## src/rtl/adder_arbiter_if.sv

```systemverilog
// Request/response bundle between the two requesters and the shared-adder
// arbiter. Port 0 is address generation, port 1 is PC increment.
//
// Handshake rule for every channel: a transfer happens on the rising clock
// edge where valid and ready are both high; the sender holds valid and its
// payload stable until that edge, and ready may depend combinationally on
// valid.
interface adder_arbiter_if #(
    parameter int WIDTH = 16
);
    logic             req0_valid;
    logic [WIDTH-1:0] req0_a;
    logic [WIDTH-1:0] req0_b;
    logic             req0_ready;
    logic             req1_valid;
    logic [WIDTH-1:0] req1_a;
    logic [WIDTH-1:0] req1_b;
    logic             req1_ready;
    logic             resp0_valid;
    logic [WIDTH-1:0] resp0_sum;
    logic             resp0_ready;
    logic             resp1_valid;
    logic [WIDTH-1:0] resp1_sum;
    logic             resp1_ready;

    // Requester side
    modport master (
        output req0_valid, req0_a, req0_b, input req0_ready,
        output req1_valid, req1_a, req1_b, input req1_ready,
        input  resp0_valid, resp0_sum, output resp0_ready,
        input  resp1_valid, resp1_sum, output resp1_ready
    );

    // Arbiter side
    modport slave (
        input  req0_valid, req0_a, req0_b, output req0_ready,
        input  req1_valid, req1_a, req1_b, output req1_ready,
        output resp0_valid, resp0_sum, input resp0_ready,
        output resp1_valid, resp1_sum, input resp1_ready
    );
endinterface

```

## src/rtl/adder_arbiter.sv

```systemverilog
// Round-robin arbiter sharing one combinational 16-bit adder between two
// requesters. One transaction in flight: IDLE accepts, ADD drives the adder,
// RESP holds the sum until the owning port acknowledges it.
module adder_arbiter #(
    parameter int WIDTH       = 16,
    parameter bit FIRST_GRANT = 1'b0
) (
    input  logic             clk,
    input  logic             rst_n,
    adder_arbiter_if.slave   bus,
    output logic [WIDTH-1:0] add_in1,
    output logic [WIDTH-1:0] add_in2,
    input  logic [WIDTH-1:0] add_out,
    output logic [1:0]       state_o
);
    typedef enum logic [1:0] {
        IDLE = 2'd0,
        ADD  = 2'd1,
        RESP = 2'd2
    } state_t;

    state_t           state_q;
    logic             last_grant_q;
    logic             owner_q;
    logic [WIDTH-1:0] op_a_q;
    logic [WIDTH-1:0] op_b_q;
    logic [WIDTH-1:0] sum_q;
    logic [1:0]       resp_valid_q;

    logic             grant_hs;
    logic             grant_sel;
    logic [WIDTH-1:0] sel_a;
    logic [WIDTH-1:0] sel_b;
    logic             owner_ack;

    // Port selection in IDLE: a lone requester wins, a tie goes to the port
    // that did not complete last. Held off while reset is asserted.
    always_comb begin
        grant_hs  = 1'b0;
        grant_sel = 1'b0;
        if (rst_n && state_q == IDLE) begin
            if (bus.req0_valid && bus.req1_valid) begin
                grant_hs  = 1'b1;
                grant_sel = ~last_grant_q;
            end else if (bus.req0_valid) begin
                grant_hs  = 1'b1;
                grant_sel = 1'b0;
            end else if (bus.req1_valid) begin
                grant_hs  = 1'b1;
                grant_sel = 1'b1;
            end
        end
    end

    assign bus.req0_ready = grant_hs & ~grant_sel;
    assign bus.req1_ready = grant_hs & grant_sel;
    assign sel_a          = grant_sel ? bus.req1_a : bus.req0_a;
    assign sel_b          = grant_sel ? bus.req1_b : bus.req0_b;
    assign owner_ack      = owner_q ? bus.resp1_ready : bus.resp0_ready;

    // Transaction FSM: accept, add, then hold the response until acknowledged.
    always_ff @(posedge clk or negedge rst_n) begin
        if (!rst_n) begin
            state_q      <= IDLE;
            last_grant_q <= ~FIRST_GRANT;
            owner_q      <= 1'b0;
            op_a_q       <= '0;
            op_b_q       <= '0;
            sum_q        <= '0;
            resp_valid_q <= 2'b00;
        end else begin
            case (state_q)
                IDLE: begin
                    if (grant_hs) begin
                        op_a_q  <= sel_a;
                        op_b_q  <= sel_b;
                        owner_q <= grant_sel;
                        state_q <= ADD;
                    end
                end
                ADD: begin
                    sum_q        <= add_out;
                    resp_valid_q <= owner_q ? 2'b10 : 2'b01;
                    state_q      <= RESP;
                end
                RESP: begin
                    if (owner_ack) begin
                        resp_valid_q <= 2'b00;
                        last_grant_q <= owner_q;
                        state_q      <= IDLE;
                    end
                end
                default: begin
                    resp_valid_q <= 2'b00;
                    state_q      <= IDLE;
                end
            endcase
        end
    end

    // The shared adder only sees operands while a sum is being formed.
    assign add_in1 = (state_q == ADD) ? op_a_q : '0;
    assign add_in2 = (state_q == ADD) ? op_b_q : '0;

    assign bus.resp0_valid = resp_valid_q[0];
    assign bus.resp1_valid = resp_valid_q[1];
    assign bus.resp0_sum   = owner_q ? '0 : sum_q;
    assign bus.resp1_sum   = owner_q ? sum_q : '0;
    assign state_o         = state_q;
endmodule

```

## src/flat_wrapper.sv

```systemverilog
// flat-port wrapper written by rule: the top's interface ports become plain ports
module adder_arbiter_flat 
#(
    parameter int WIDTH       = 16,
    parameter bit FIRST_GRANT = 1'b0
)
  (clk, rst_n, add_in1, add_in2, add_out, state_o, bus_req0_valid, bus_req0_a, bus_req0_b, bus_req0_ready, bus_req1_valid, bus_req1_a, bus_req1_b, bus_req1_ready, bus_resp0_valid, bus_resp0_sum, bus_resp0_ready, bus_resp1_valid, bus_resp1_sum, bus_resp1_ready);
  adder_arbiter_if #(.WIDTH(WIDTH)) bus_i ();
  input  logic clk;
  input  logic rst_n;
  output logic [WIDTH-1:0] add_in1;
  output logic [WIDTH-1:0] add_in2;
  input  logic [WIDTH-1:0] add_out;
  output logic [1:0] state_o;
  input wire logic [$bits(bus_i.req0_valid)-1:0] bus_req0_valid;
  input wire logic [$bits(bus_i.req0_a)-1:0] bus_req0_a;
  input wire logic [$bits(bus_i.req0_b)-1:0] bus_req0_b;
  output wire logic [$bits(bus_i.req0_ready)-1:0] bus_req0_ready;
  input wire logic [$bits(bus_i.req1_valid)-1:0] bus_req1_valid;
  input wire logic [$bits(bus_i.req1_a)-1:0] bus_req1_a;
  input wire logic [$bits(bus_i.req1_b)-1:0] bus_req1_b;
  output wire logic [$bits(bus_i.req1_ready)-1:0] bus_req1_ready;
  output wire logic [$bits(bus_i.resp0_valid)-1:0] bus_resp0_valid;
  output wire logic [$bits(bus_i.resp0_sum)-1:0] bus_resp0_sum;
  input wire logic [$bits(bus_i.resp0_ready)-1:0] bus_resp0_ready;
  output wire logic [$bits(bus_i.resp1_valid)-1:0] bus_resp1_valid;
  output wire logic [$bits(bus_i.resp1_sum)-1:0] bus_resp1_sum;
  input wire logic [$bits(bus_i.resp1_ready)-1:0] bus_resp1_ready;
  assign bus_i.req0_valid = bus_req0_valid;
  assign bus_i.req0_a = bus_req0_a;
  assign bus_i.req0_b = bus_req0_b;
  assign bus_req0_ready = bus_i.req0_ready;
  assign bus_i.req1_valid = bus_req1_valid;
  assign bus_i.req1_a = bus_req1_a;
  assign bus_i.req1_b = bus_req1_b;
  assign bus_req1_ready = bus_i.req1_ready;
  assign bus_resp0_valid = bus_i.resp0_valid;
  assign bus_resp0_sum = bus_i.resp0_sum;
  assign bus_i.resp0_ready = bus_resp0_ready;
  assign bus_resp1_valid = bus_i.resp1_valid;
  assign bus_resp1_sum = bus_i.resp1_sum;
  assign bus_i.resp1_ready = bus_resp1_ready;
  adder_arbiter #(.WIDTH(WIDTH), .FIRST_GRANT(FIRST_GRANT)) u_core (.clk(clk), .rst_n(rst_n), .bus(bus_i), .add_in1(add_in1), .add_in2(add_in2), .add_out(add_out), .state_o(state_o));
endmodule
```

## config.mk

```make
export PLATFORM = sky130hd
export DESIGN_NAME = adder_arbiter_flat
export DESIGN_NICKNAME = d
export VERILOG_FILES = /design/src/rtl/adder_arbiter_if.sv /design/src/rtl/adder_arbiter.sv /design/src/flat_wrapper.sv
export SDC_FILE = /design/constraint.sdc
export NUM_CORES = 1
export LEC_CHECK = 0
export ABC_CLOCK_PERIOD_IN_PS = 6100
export CAP_MARGIN = 20
export CORE_UTILIZATION = 41
export CTS_CLUSTER_DIAMETER = 120
export DETAILED_ROUTE_END_ITERATION = 12
export PLACE_DENSITY = 0.93
export REMOVE_ABC_BUFFERS = 1
export SYNTH_ARGS = -nofsm -noshare
export SYNTH_HDL_FRONTEND = slang
export SYNTH_SLANG_ARGS = --single-unit
```

## constraint.sdc

```tcl
create_clock -name clk -period 6.1 [get_ports clk]
set_input_delay 1.83 -clock clk [delete_from_list [all_inputs] [get_ports clk]]
set_output_delay 1.83 -clock clk [all_outputs]
set_load 0.05 [all_outputs]
```

Yosys cells after proc, flatten, opt, wreduce, memory -nomap -nowiden
Cells that the tools add are included.
{ "word_totals": {"ff_bits": 54, "inputBits": 86, "out_inout_bits": 70} }
{ "op_classes": {"mux": 19, "eq_ne": 4, "reduce_logical": 7, "n_bitwise": 5} }
{ "ops": {"columns": ["op", "n"], "rows": [
  ["16-bit two-way mux", 6],
  ["2-bit one-hot mux with 3 select lines", 2],
  ["1-bit two-way mux", 8],
  ["2-bit AND reduction", 4],
  ["2-bit two-way mux", 3],
  ["2-bit by 1-bit inequality test with 1-bit output (second input constant)", 2],
  ["1-bit inverter", 3],
  ["1-bit AND", 2],
  ["2-bit by 1-bit == test with 1-bit output (second input constant)", 1],
  ["2-bit == test (second input constant)", 1],
  ["1-bit logical AND", 2],
  ["2-bit logical NOT", 1]
]} }

Logic depth before layout (Yosys ltp)
{ "depth": {"word_depth": 6, "mapped_depth": 6} }

Worst setup path before layout
OpenSTA, ideal clock, no wires.
{ "synth_path": {"path_type": "input port to output port", "from": "in rst_n", "to": "out bus_req1_ready", "required_ps": 4270, "cell_stages": 3, "slack_ps": 1272, "t_arrival_ps": 2998, "cell_sequence": "or3b_1 buf_6 nor2_1"} }
{ "synth_between": {"elab_chain_cells": 3, "elab_cells_between_ends": 4} }
{ "synth_lines": {"columns": ["item", "line", "source"], "rows": [
  ["start, declared", "flat_wrapper.sv:10", "input logic rst_n;"],
  ["1-bit logical AND *", "adder_arbiter.sv:41", "if (rst_n && state_q == IDLE) begin"],
  ["1-bit two-way mux", "adder_arbiter.sv:41", null],
  ["1-bit AND *", "adder_arbiter.sv:56", "assign bus.req1_ready = grant_hs & grant_sel;"],
  ["end, declared", "flat_wrapper.sv:22", "output wire logic [$bits(bus_i.req1_ready)-1:0] bus_req1_ready;"]
]} }
Every way passes the cells marked *; elsewhere a longest branch is shown, timed or not.

Worst setup path in the final report
{ "layout_path": {"from": "in bus_req1_valid", "to": "out bus_req1_ready"} }
{ "layout_between": {"elab_chain_cells": 5, "elab_cells_between_ends": 9} }
{ "layout_lines": {"columns": ["item", "line", "source"], "rows": [
  ["start, declared", "flat_wrapper.sv:19", "input wire logic [$bits(bus_i.req1_valid)-1:0] bus_req1_valid;"],
  ["1-bit two-way mux", "adder_arbiter.sv:48", "end else if (bus.req1_valid) begin"],
  ["1-bit two-way mux", "adder_arbiter.sv:45", "end else if (bus.req0_valid) begin"],
  ["1-bit two-way mux", "adder_arbiter.sv:42", "if (bus.req0_valid && bus.req1_valid) begin"],
  ["1-bit two-way mux", "adder_arbiter.sv:41", null],
  ["1-bit AND *", "adder_arbiter.sv:56", null]
]} }
Marks and branches as above.

==> flow_metrics.tcl <==
set metrics [dict create \
    outcome "completed" \
    slew_headroom_pct 38.7 \
    grt_pass1_vias 2639 \
    maxSlewViolCount 0 \
    cts_max_path_buffers 2 \
    synth.distinct_cells 28 \
    io_pins 156 \
    critPathCaptureType "output pin" \
    cts_hold_buf 0 \
    finalSetupViolations 0 \
    cp_slowest_stage_delay_ns 0.54 \
    synth-edff-count 0 \
    power.density_nw_per_um2 505 \
    ir_drop_uv 163 \
    yosysTopAreaCellShare_pct 46.4 \
    ys_seq_elements 54 \
    cts_tree "built" \
    first_pass_iters 4 \
    cp_cell_sequence "clkdlybuf4s50_1 > a21bo_2 > nor2_1 > buf_12" \
    crit_required_ns 4.27 \
    vias 2685 \
    vias_per_cell 5.30 \
    final_cell_area_um2 4580 \
    synth_top_area_cell "dfrtp_1" \
    p_sw_mw 1.10 \
    cts.sinks 54 \
    grt_max_degree 56 \
    grt_overflow 0 \
    cts_made_buffers 5 \
    syn_inst 282 \
    crit_path_max_fanout 18 \
    die_h_um 85.5 \
    tightestPinTransition_ns 0.920 \
    antenna_found_initial 0 \
    pwr-share-comb_pct 60.9 \
    wl_per_cell_um 15.3 \
    grt_pass1_wl_um 12500 \
    worstSetupPathType "primary input to output pin" \
    drtAntennaViolNets 0 \
    fin_nets 512 \
    postSynthAreaPerCell_um2 10.1 \
    num_antenna_cells 0 \
    grt_use_total_pct 21.8 \
    finalCoreUtilization_pct 67.8 \
    fin_crit_ns 5.04 \
    ys.flop_type "dfrtp_1" \
    pwr-share-clk_pct 10.2 \
    portBuffers 155 \
    totalNegativeSetupSlack_ns 0 \
    dpl_cell_area_um2 4470 \
    synth_area_um2 2860 \
    clockRootBuffer "clkbuf_8" \
    synth-seq-area-share_pct 47.3 \
    place.gp.congestion 0.773 \
    hp-class "register to register" \
    placementRows 30 \
    core_um2 6760 \
    rsz0062_at_grt "false" \
    wl_um 7750 \
    finalClockSkew_ns 0.00428 \
    async_reset_ff_share_pct 100 \
    fin_crit_sh_pct 82.6 \
    drc 0 \
    h-tree-depth 2 \
    worstSkewPairLatency_ns 0.30 \
    drt_iter0_drc 98 \
    cap_violations 0 \
    leakagePower_nw 1.89 \
    syn_to_final_growth_pct 60.3 \
    start_util_pct 42.3 \
    fmax_mhz 199 \
    intPower_mw 1.22 \
    swShare_pct 47.5 \
    die_width_um 85.5 \
    place_hpwl_um 5650 \
    synth_area_leaders "dfrtp_1 46%, and2_1 11%, mux2_2 6.7%, a221o_2 5.9%, o31ai_1 4.5%" \
    crit_slowest_cell "clkdlybuf4s50_1" \
    cts_resized 0 \
    worstPathArrival_ns 3.21 \
    die-area_um2 7310 \
    pwr-share-seq_pct 28.9 \
    postCtsSetupBuffers 0 \
    final_hold_viol_count 0 \
    start_kind "primary input" \
    yosysWarnings 0 \
    drive_gt1_share_pct 13.1 \
    path_clk_slew_ns 0.09 \
]
==> stage by stage <==
stage                     std cells  hold WS (ns)  total power, mW  setup slack [ns]
after floorplan                 257         0.468             1.59              1.00
after global placement          499         0.485             2.05              1.11
after detailed placement        499         0.491             2.09              1.09
after CTS                       507         0.515             2.33              1.08
after global routing            507         0.522             2.44              1.04
final                           507         0.512             2.31              1.06
==> sequential cells by signal, indices dropped and copies added, names as in the netlist <==
| name | flops |
|---|---|
| u_core.op_a_q | 16 |
| u_core.op_b_q | 16 |
| u_core.sum_q | 16 |
| u_core.resp_valid_q | 2 |
| u_core.state_o | 2 |
| u_core.last_grant_q | 1 |
| u_core.owner_q | 1 |
==> logic make-up after synthesis <==
logic type             after synthesis  synth area share, %
buffers and inverters               27                 4.47
AND/OR/NAND/NOR                    107                 22.3
AO/OA/AOI/OAI                       76                 18.8
multiplexers                        18                 7.05
flip-flops                          54                 47.3
==> path summary, 6_finish.rpt <==
kind / slack (ns) / start / end / cells past startpoint
worst max-delay path: 1.06 / bus_req1_valid / bus_req1_ready / 4
worst min-delay path: 0.51 / u_core.op_a_q[11] / u_core.op_a_q[11] / 2
worst max register to register: 3.99 / u_core.state_o[1] / u_core.op_a_q[0] / 4
worst min register to register: 0.51 / u_core.op_a_q[11] / u_core.op_a_q[11] / 2
max in group asynchronous: 4.01 / rst_n / u_core.op_a_q[7] / 2
min in group asynchronous: 1.66 / rst_n / u_core.op_b_q[15] / 2
==> routing by layer <==
layer	GRT usage [%]	wire length, um	vias to the layer above
met5	0	0	-
li1	-	-	1280
met3	4.96	609	8
met1	28.1	3240	1258
met2	36.9	3820	139
met4	5.61	78	0
==> power groups by stage <==
stage | Sequential (mW) | Clock [mW] | Combinational (mW)
final | 0.668 | 0.237 | 1.41
after global routing | 0.700 | 0.260 | 1.48
after global placement | 0.661 | 0 | 1.39
after detailed placement | 0.676 | 0 | 1.42
after CTS | 0.670 | 0.246 | 1.42
after floorplan | 0.668 | 0 | 0.920
==> layout by cell type (no fill, tap or decap), types with 17 or more instances in the layout <==
master,Yosys,routed
o21ai_0,17,17
clkdlybuf4s50_1,0,152
nor2b_1,17,17
mux2_2,17,17
dfrtp_1,53,53
a21oi_1,19,19
nor2_1,22,21
o31ai_1,17,17
and2_1,48,48
==> cell usage after synthesis (2+ instances only) <==
library cell  number
a221o_2           15
o2bb2ai_1          2
o31ai_1           17
and3_1            15
buf_6              3
mux2_2            17
o21ai_0           17
nor2_1            22
dfrtp_1           53
buf_2              3
and2_1            48
a21oi_1           19
clkbuf_1          19
inv_1              2
nor2b_1           17
==> final cells by class <==
type                    count  area [um2]
flip-flops and latches     54        1350
fillers                   546        2170
clock buffers               6        72.6
multi-input cells         201        1390
repair buffers            162        1620
well taps                  80         100
clock inverters             2        37.5
inverters                   2        7.51
==> worst max-delay path: cells and delay by family <==
| family | cells | cell delay [ns] |
|---|---|---|
| buffers and inverters | 2 | 0.72 |
| AND/OR/NAND/NOR | 1 | 0.27 |
| AO/OA/AOI/OAI | 1 | 0.38 |
(Power assumes the default switching activity.)
